===== src/rtl/exu_pkg.sv =====
// Shared ALU-issue types: one-hot opcode layout and the request/writeback records
// exchanged between issue, the ALU arbiter and the GPR writeback bus.
package exu_pkg;

  localparam int ALU_OP_WIDTH = 14;
  localparam int DATA_WIDTH   = 64;
  localparam int TAG_WIDTH    = 6;
  localparam int NUM_REQ      = 2;
  localparam int ID_WIDTH     = $clog2(NUM_REQ);

  // One-hot opcode bit positions
  localparam int ALU_ADD   = 0;
  localparam int ALU_SUB   = 1;
  localparam int ALU_AND   = 2;
  localparam int ALU_OR    = 3;
  localparam int ALU_XOR   = 4;
  localparam int ALU_SLL   = 5;
  localparam int ALU_SRL   = 6;
  localparam int ALU_SRA   = 7;
  localparam int ALU_SLT   = 8;
  localparam int ALU_SLTU  = 9;
  localparam int ALU_MIN   = 10;
  localparam int ALU_MAX   = 11;
  localparam int ALU_AUIPC = 12;
  localparam int ALU_LUI   = 13;

  typedef struct packed {
    logic [ALU_OP_WIDTH-1:0] op;
    logic [DATA_WIDTH-1:0]   src0;
    logic [DATA_WIDTH-1:0]   src1;
    logic [TAG_WIDTH-1:0]    tag;
  } alu_req_t;

  typedef struct packed {
    logic [ID_WIDTH-1:0]   id;
    logic [TAG_WIDTH-1:0]  tag;
    logic [DATA_WIDTH-1:0] data;
  } alu_wb_t;

endpackage


===== src/rtl/exu_alu_arb_rr.sv =====
// Round-robin arbiter: one-hot grant to the first requester at or after ptr_i,
// wrapping to the lowest-index requester when none sit at or above the pointer.
module arb_rr #(
  parameter int N  = 2,
  parameter int PW = $clog2(N)
) (
  input  logic [N-1:0]  req_i,
  input  logic [PW-1:0] ptr_i,
  output logic [N-1:0]  grant_o
);

  logic [N-1:0] mask;
  logic [N-1:0] masked;

  for (genvar gi = 0; gi < N; gi++) begin : g_mask
    assign mask[gi] = (PW'(gi) >= ptr_i);
  end

  assign masked = req_i & mask;

  // x & -x isolates the lowest set bit
  assign grant_o = (|masked) ? (masked & (~masked + 1'b1))
                             : (req_i & (~req_i + 1'b1));

endmodule


===== src/rtl/exu_alu_arb.sv =====
// Shares one registered-input ALU between NUM_REQ issue ports: round-robin issue,
// one-cycle result capture stage and a 2-entry credit-protected writeback queue.
module exu_alu_arb #(
  parameter int NUM_REQ      = 2,
  parameter int TAG_WIDTH    = exu_pkg::TAG_WIDTH,
  parameter int ALU_OP_WIDTH = exu_pkg::ALU_OP_WIDTH,
  parameter int DATA_WIDTH   = exu_pkg::DATA_WIDTH
) (
  input  logic                              clk,
  input  logic                              rst,
  input  logic                              flush,
  input  logic [NUM_REQ-1:0]                req_valid,
  output logic [NUM_REQ-1:0]                req_ready,
  input  logic [NUM_REQ*ALU_OP_WIDTH-1:0]   req_op,
  input  logic [NUM_REQ*DATA_WIDTH-1:0]     req_src0,
  input  logic [NUM_REQ*DATA_WIDTH-1:0]     req_src1,
  input  logic [NUM_REQ*TAG_WIDTH-1:0]      req_tag,
  output logic [ALU_OP_WIDTH-1:0]           alu_op,
  output logic [DATA_WIDTH-1:0]             alu_src0,
  output logic [DATA_WIDTH-1:0]             alu_src1,
  input  logic [DATA_WIDTH-1:0]             alu_result,
  output logic                              wb_valid,
  input  logic                              wb_ready,
  output logic [$clog2(NUM_REQ)-1:0]        wb_id,
  output logic [TAG_WIDTH-1:0]              wb_tag,
  output logic [DATA_WIDTH-1:0]             wb_data
);

  localparam int IDW = $clog2(NUM_REQ);

  typedef struct packed {
    logic [IDW-1:0]        id;
    logic [TAG_WIDTH-1:0]  tag;
    logic [DATA_WIDTH-1:0] data;
  } wb_ent_t;

  logic [ALU_OP_WIDTH-1:0] op_arr   [NUM_REQ];
  logic [DATA_WIDTH-1:0]   src0_arr [NUM_REQ];
  logic [DATA_WIDTH-1:0]   src1_arr [NUM_REQ];
  logic [TAG_WIDTH-1:0]    tag_arr  [NUM_REQ];

  for (genvar gi = 0; gi < NUM_REQ; gi++) begin : g_port
    assign op_arr[gi]   = req_op[gi*ALU_OP_WIDTH +: ALU_OP_WIDTH];
    assign src0_arr[gi] = req_src0[gi*DATA_WIDTH +: DATA_WIDTH];
    assign src1_arr[gi] = req_src1[gi*DATA_WIDTH +: DATA_WIDTH];
    assign tag_arr[gi]  = req_tag[gi*TAG_WIDTH +: TAG_WIDTH];

    a_onehot_op: assert property (@(posedge clk) disable iff (rst)
      req_valid[gi] |-> $onehot(op_arr[gi]));
  end

  logic [NUM_REQ-1:0]   grant;
  logic [IDW-1:0]       gnt_idx;
  logic [IDW-1:0]       rr_q, rr_d;
  logic                 s1_valid_q, s1_valid_d;
  logic [IDW-1:0]       s1_id_q;
  logic [TAG_WIDTH-1:0] s1_tag_q;
  wb_ent_t              q_mem_q [2];
  logic [1:0]           q_count_q, q_count_d;
  logic                 q_rd_q, q_rd_d;
  logic                 q_wr_q, q_wr_d;
  logic [2:0]           occ;
  logic                 can_issue, transfer, push, pop;

  arb_rr #(.N(NUM_REQ), .PW(IDW)) u_arb (
    .req_i   (req_valid),
    .ptr_i   (rr_q),
    .grant_o (grant)
  );

  always_comb begin
    gnt_idx = '0;
    for (int i = 0; i < NUM_REQ; i++) begin
      if (grant[i]) gnt_idx = IDW'(i);
    end
  end

  assign wb_valid = (q_count_q != 2'd0);
  assign pop      = wb_valid & wb_ready;
  assign push     = s1_valid_q;

  // Credit counts the s1 slot as already owning a queue entry; a same-cycle pop frees one.
  assign occ       = {1'b0, q_count_q} + {2'b00, s1_valid_q} - {2'b00, pop};
  assign can_issue = !rst && !flush && (occ < 3'd2);
  assign transfer  = can_issue && (|req_valid);
  assign req_ready = can_issue ? grant : '0;

  assign alu_op   = transfer ? op_arr[gnt_idx]   : '0;
  assign alu_src0 = transfer ? src0_arr[gnt_idx] : '0;
  assign alu_src1 = transfer ? src1_arr[gnt_idx] : '0;

  always_comb begin
    rr_d = rr_q;
    if (transfer) begin
      rr_d = (gnt_idx == IDW'(NUM_REQ - 1)) ? '0 : gnt_idx + 1'b1;
    end
    s1_valid_d = transfer;
    q_count_d  = flush ? 2'd0 : q_count_q + {1'b0, push} - {1'b0, pop};
    q_rd_d     = flush ? 1'b0 : q_rd_q ^ pop;
    q_wr_d     = flush ? 1'b0 : q_wr_q ^ push;
  end

  always_ff @(posedge clk or posedge rst) begin
    if (rst) begin
      rr_q       <= '0;
      s1_valid_q <= 1'b0;
      s1_id_q    <= '0;
      s1_tag_q   <= '0;
      q_count_q  <= 2'd0;
      q_rd_q     <= 1'b0;
      q_wr_q     <= 1'b0;
      for (int i = 0; i < 2; i++) q_mem_q[i] <= '0;
    end else begin
      rr_q       <= rr_d;
      s1_valid_q <= s1_valid_d;
      q_count_q  <= q_count_d;
      q_rd_q     <= q_rd_d;
      q_wr_q     <= q_wr_d;
      if (transfer) begin
        s1_id_q  <= gnt_idx;
        s1_tag_q <= tag_arr[gnt_idx];
      end
      if (push && !flush) begin
        q_mem_q[q_wr_q] <= '{id: s1_id_q, tag: s1_tag_q, data: alu_result};
      end
    end
  end

  assign wb_id   = q_mem_q[q_rd_q].id;
  assign wb_tag  = q_mem_q[q_rd_q].tag;
  assign wb_data = q_mem_q[q_rd_q].data;

endmodule


===== config.mk =====
export PLATFORM = sky130hd
export DESIGN_NAME = exu_alu_arb
export DESIGN_NICKNAME = d
export VERILOG_FILES = /design/src/rtl/exu_pkg.sv /design/src/rtl/exu_alu_arb_rr.sv /design/src/rtl/exu_alu_arb.sv
export SDC_FILE = /design/constraint.sdc
export NUM_CORES = 1
export LEC_CHECK = 0
export ABC_AREA = 1
export CORE_AREA = 2 2 224 226
export CTS_CLUSTER_DIAMETER = 60
export DETAILED_ROUTE_END_ITERATION = 10
export DIE_AREA = 0 0 226 228
export GPL_TIMING_DRIVEN = 0
export PLACE_DENSITY = 0.53
export SLEW_MARGIN = 20
export SYNTH_ARGS = -nofsm -noshare
export SYNTH_HDL_FRONTEND = slang
export SYNTH_SLANG_ARGS = --single-unit

===== constraint.sdc =====
create_clock -name clk -period 4.5 [get_ports clk]
set_clock_uncertainty 0.2 [all_clocks]
set_input_delay 0.45 -clock clk [delete_from_list [all_inputs] [get_ports clk]]
set_output_delay 0.45 -clock clk [all_outputs]
set_load 0.1 [all_outputs]

==> out/qor.txt <==
first-pass GRT wire length: 80.66 mm
post-CTS setup buffers: 0
met3 wire len: 5.068 mm
clock-pin slew on the worst setup and hold paths: 70 ps
vias per cell: 4.325
H-tree levels: 4
Final Cell Area: 0.01643 sq mm
MaxCap Viol Count: 0
vias in the first global route: 11300
GPL Wtd Cong: 0.9355
crit path DAT: 3660 ps
non-filler cells, final: 2615
Yosys Warn Count: 0
Core Box Area: 0.04935 sq mm
final count of pins violating max slew: 0
fin worst setup slack: 185.1 ps
initial antenna violation count: 13
Port Buffers: 580
critical path class: flip-flop to output port
Reg2Reg Depth: 14
share of layout cells above drive strength 1: 18.26%
highest metal used: met5
status: complete, no violations
post-synthesis register bit count: 155
wire length per cell: 22.37 um
HP Class: input pin to flip-flop
Unique masters post-synth: 25
Fin Setup TNS: 0 ps
Critical-path top delay cell: fa_1
Setup WS pre-CTS: -867.9 ps
Placement Cell Area: 0.01573 sq mm
Clock Latency Late Sink: 430 ps
die height: 228 um
Final Hold Vio Count: 0
Fill cells: 5311
die area: 0.05153 sq mm
number of synthesized flops with an enable pin: 0
io pins: 582
Initial Utilization: 17.99%
Inserted Clock Buffers: 17
Highest Clock Rate: 0.2318 GHz
largest net degree at the start of global routing: 96
Final period util: 95.89%
commonest non-fill, non-tap cells in the layout: nand2_1, clkdlybuf4s50_1, dfrtp_1
root buffer cell: clkbuf_16
register area: 0.003879 sq mm
chip width: 226 um
Max FO, Critical Path: 10
worst-margin pin slew: 1105 ps
drt drc: 0
Required @ worst endpoint: 3850 ps
Congestion Overflow GR: 0
Vias: 11310
WL final: 58.51 mm
crit end category: output port
Post-Syn Area: 0.008876 sq mm
Util after Layout: 33.30%
commonest non-fill, non-tap cell in the layout: nand2_1
Leakage: 7.591 nW
Hold Crit Depth: 4
Most Frequent Cell on Critical Path: inv_1
area of the multi-input gates: 0.004622 sq mm
Gate Count Post-Synth: 1326
Overall Global Routing Usage: 22.10%
Pwr Density: 723.8 mW/mm^2
Max Root-Sink Buffers: 2
DP HPWL: 48.88 mm
CTS sink count: 155
Main synth FF type: dfrtp_1
Pre-antenna DRT Iters: 5
critical path launch point type: flip-flop
met2 wire len: 30.13 mm
mean post-synth cell area: 6.694 sq um
Period minus WS final: 4315 ps
sequential fraction of the synthesis area: 43.70%
M1 WL: 21.58 mm
Async SR Flop Fraction: 100.0%
CTS tree: yes
P&R area growth vs syn: 85.14%
Worst slew margin: 26.12%
nets: 2295
Worst VDD drop: 0.2662 mV
initial drt markers: 864
RSZ-0062 raised after global routing: true
setup-violating endpoint count in the final report: 0
row count: 82
critical path, cell by cell: or2_2, nand2_1, inv_1, ha_1, inv_1, ha_1, inv_1, fa_1, nand2_1, nor2_4, nand3b_4, buf_6, buf_4, a21oi_2, buf_8
Placed Cells: 2579
Post-Syn Nets: 1695
ANT nets after route: 0
max incr delay on CP: 540 ps
==> routing by layer <==
layer | global-route usage, % | vias to the layer above
met5 | 0 | -
met1 | 24.14 | 5432
met4 | 3.663 | 4
met3 | 6.762 | 58
met2 | 41.93 | 477
li1 | - | 5338
==> cell usage after synthesis, types with 2 or more instances <==
library cell / n / share of area (%)
o21ai_1: 54 / 3.0
clkbuf_1: 25 / 1.1
inv_2: 4 / 0.17
nor2_1: 8 / 0.34
nand2_4: 2 / 0.25
o21ai_0: 89 / 5.0
buf_6: 2 / 0.25
dfrtp_1: 155 / 44
nand3_1: 7 / 0.39
ha_1: 2 / 0.28
buf_2: 45 / 2.5
inv_1: 80 / 3.4
buf_4: 21 / 1.8
a21oi_1: 142 / 8.0
nand2_1: 680 / 29
==> power by group <==
part / switching [W] / total [W] / internal, W / leakage (nW)
logic: 0.00646 / 0.00832 / 0.00186 / 5.30
clock network: 0.000616 / 0.00141 / 0.000790 / 0.267
registers: 0.000262 / 0.00216 / 0.00190 / 2.02
==> through the flow <==
stage          hold WS, ps  total power (W)
2_1_floorplan        241.9         0.008069
3_3_place_gp         253.8          0.01044
3_5_place_dp         258.8          0.01047
4_1_cts              240.8          0.01183
5_1_grt              288.7          0.01241
6_report             248.5          0.01189
==> critical path: cells and delay by family (launching register included) <==
kind            cells  cell delay [ps]
simple gates        5              790
flops               1              420
fa+ha+maj           3              930
buf+inv             6              820
compound gates      1              270
==> worst paths after layout <==
check | to | start | slack (ps)
worst max-delay path | alu_src1[50] | q_count_q[1] | 190
worst min-delay path | rr_q | req_valid[1] | 250
worst max register to register | s1_tag_q[0] | q_count_q[1] | 1450
worst min register to register | s1_id_q | s1_id_q | 270
max in group asynchronous | q_mem_q[4] | rst | 2990
min in group asynchronous | q_mem_q[55] | rst | 260
==> final cells by class <==
class / count / share of cell area (%)
timing repair buffer: 581 / 34.51
multi-input combinational: 992 / 28.13
sequential: 155 / 23.60
tap: 672 / 5.116
buffer: 93 / 3.061
clock buffer: 19 / 2.695
inverter: 86 / 2.018
clock inverter: 13 / 0.8147
antenna: 4 / 0.06091
==> registers in the layout, indices dropped and copies added (netlist names) <==
register   flops
push           1
q_count_q      2
q_mem_q      142
q_rd_q         1
q_wr_q         1
rr_q           1
s1_id_q        1
s1_tag_q       6
==> logic make-up after synthesis <==
| family | Yosys count | share of synthesized area, % |
|---|---|---|
| simple gates | 703 | 30.36 |
| fa+ha+maj | 3 | 0.5074 |
| buf+inv | 179 | 9.275 |
| flops | 155 | 43.70 |
| compound gates | 286 | 16.15 |
==> timing repair <==
item / CTS / global route
hold endpoints to repair: 0 / 0
setup endpoints to repair: 142 / 144
gates resized for setup: 688 / 222
hold buffers: 0 / 0
(Power assumes the default switching activity.)
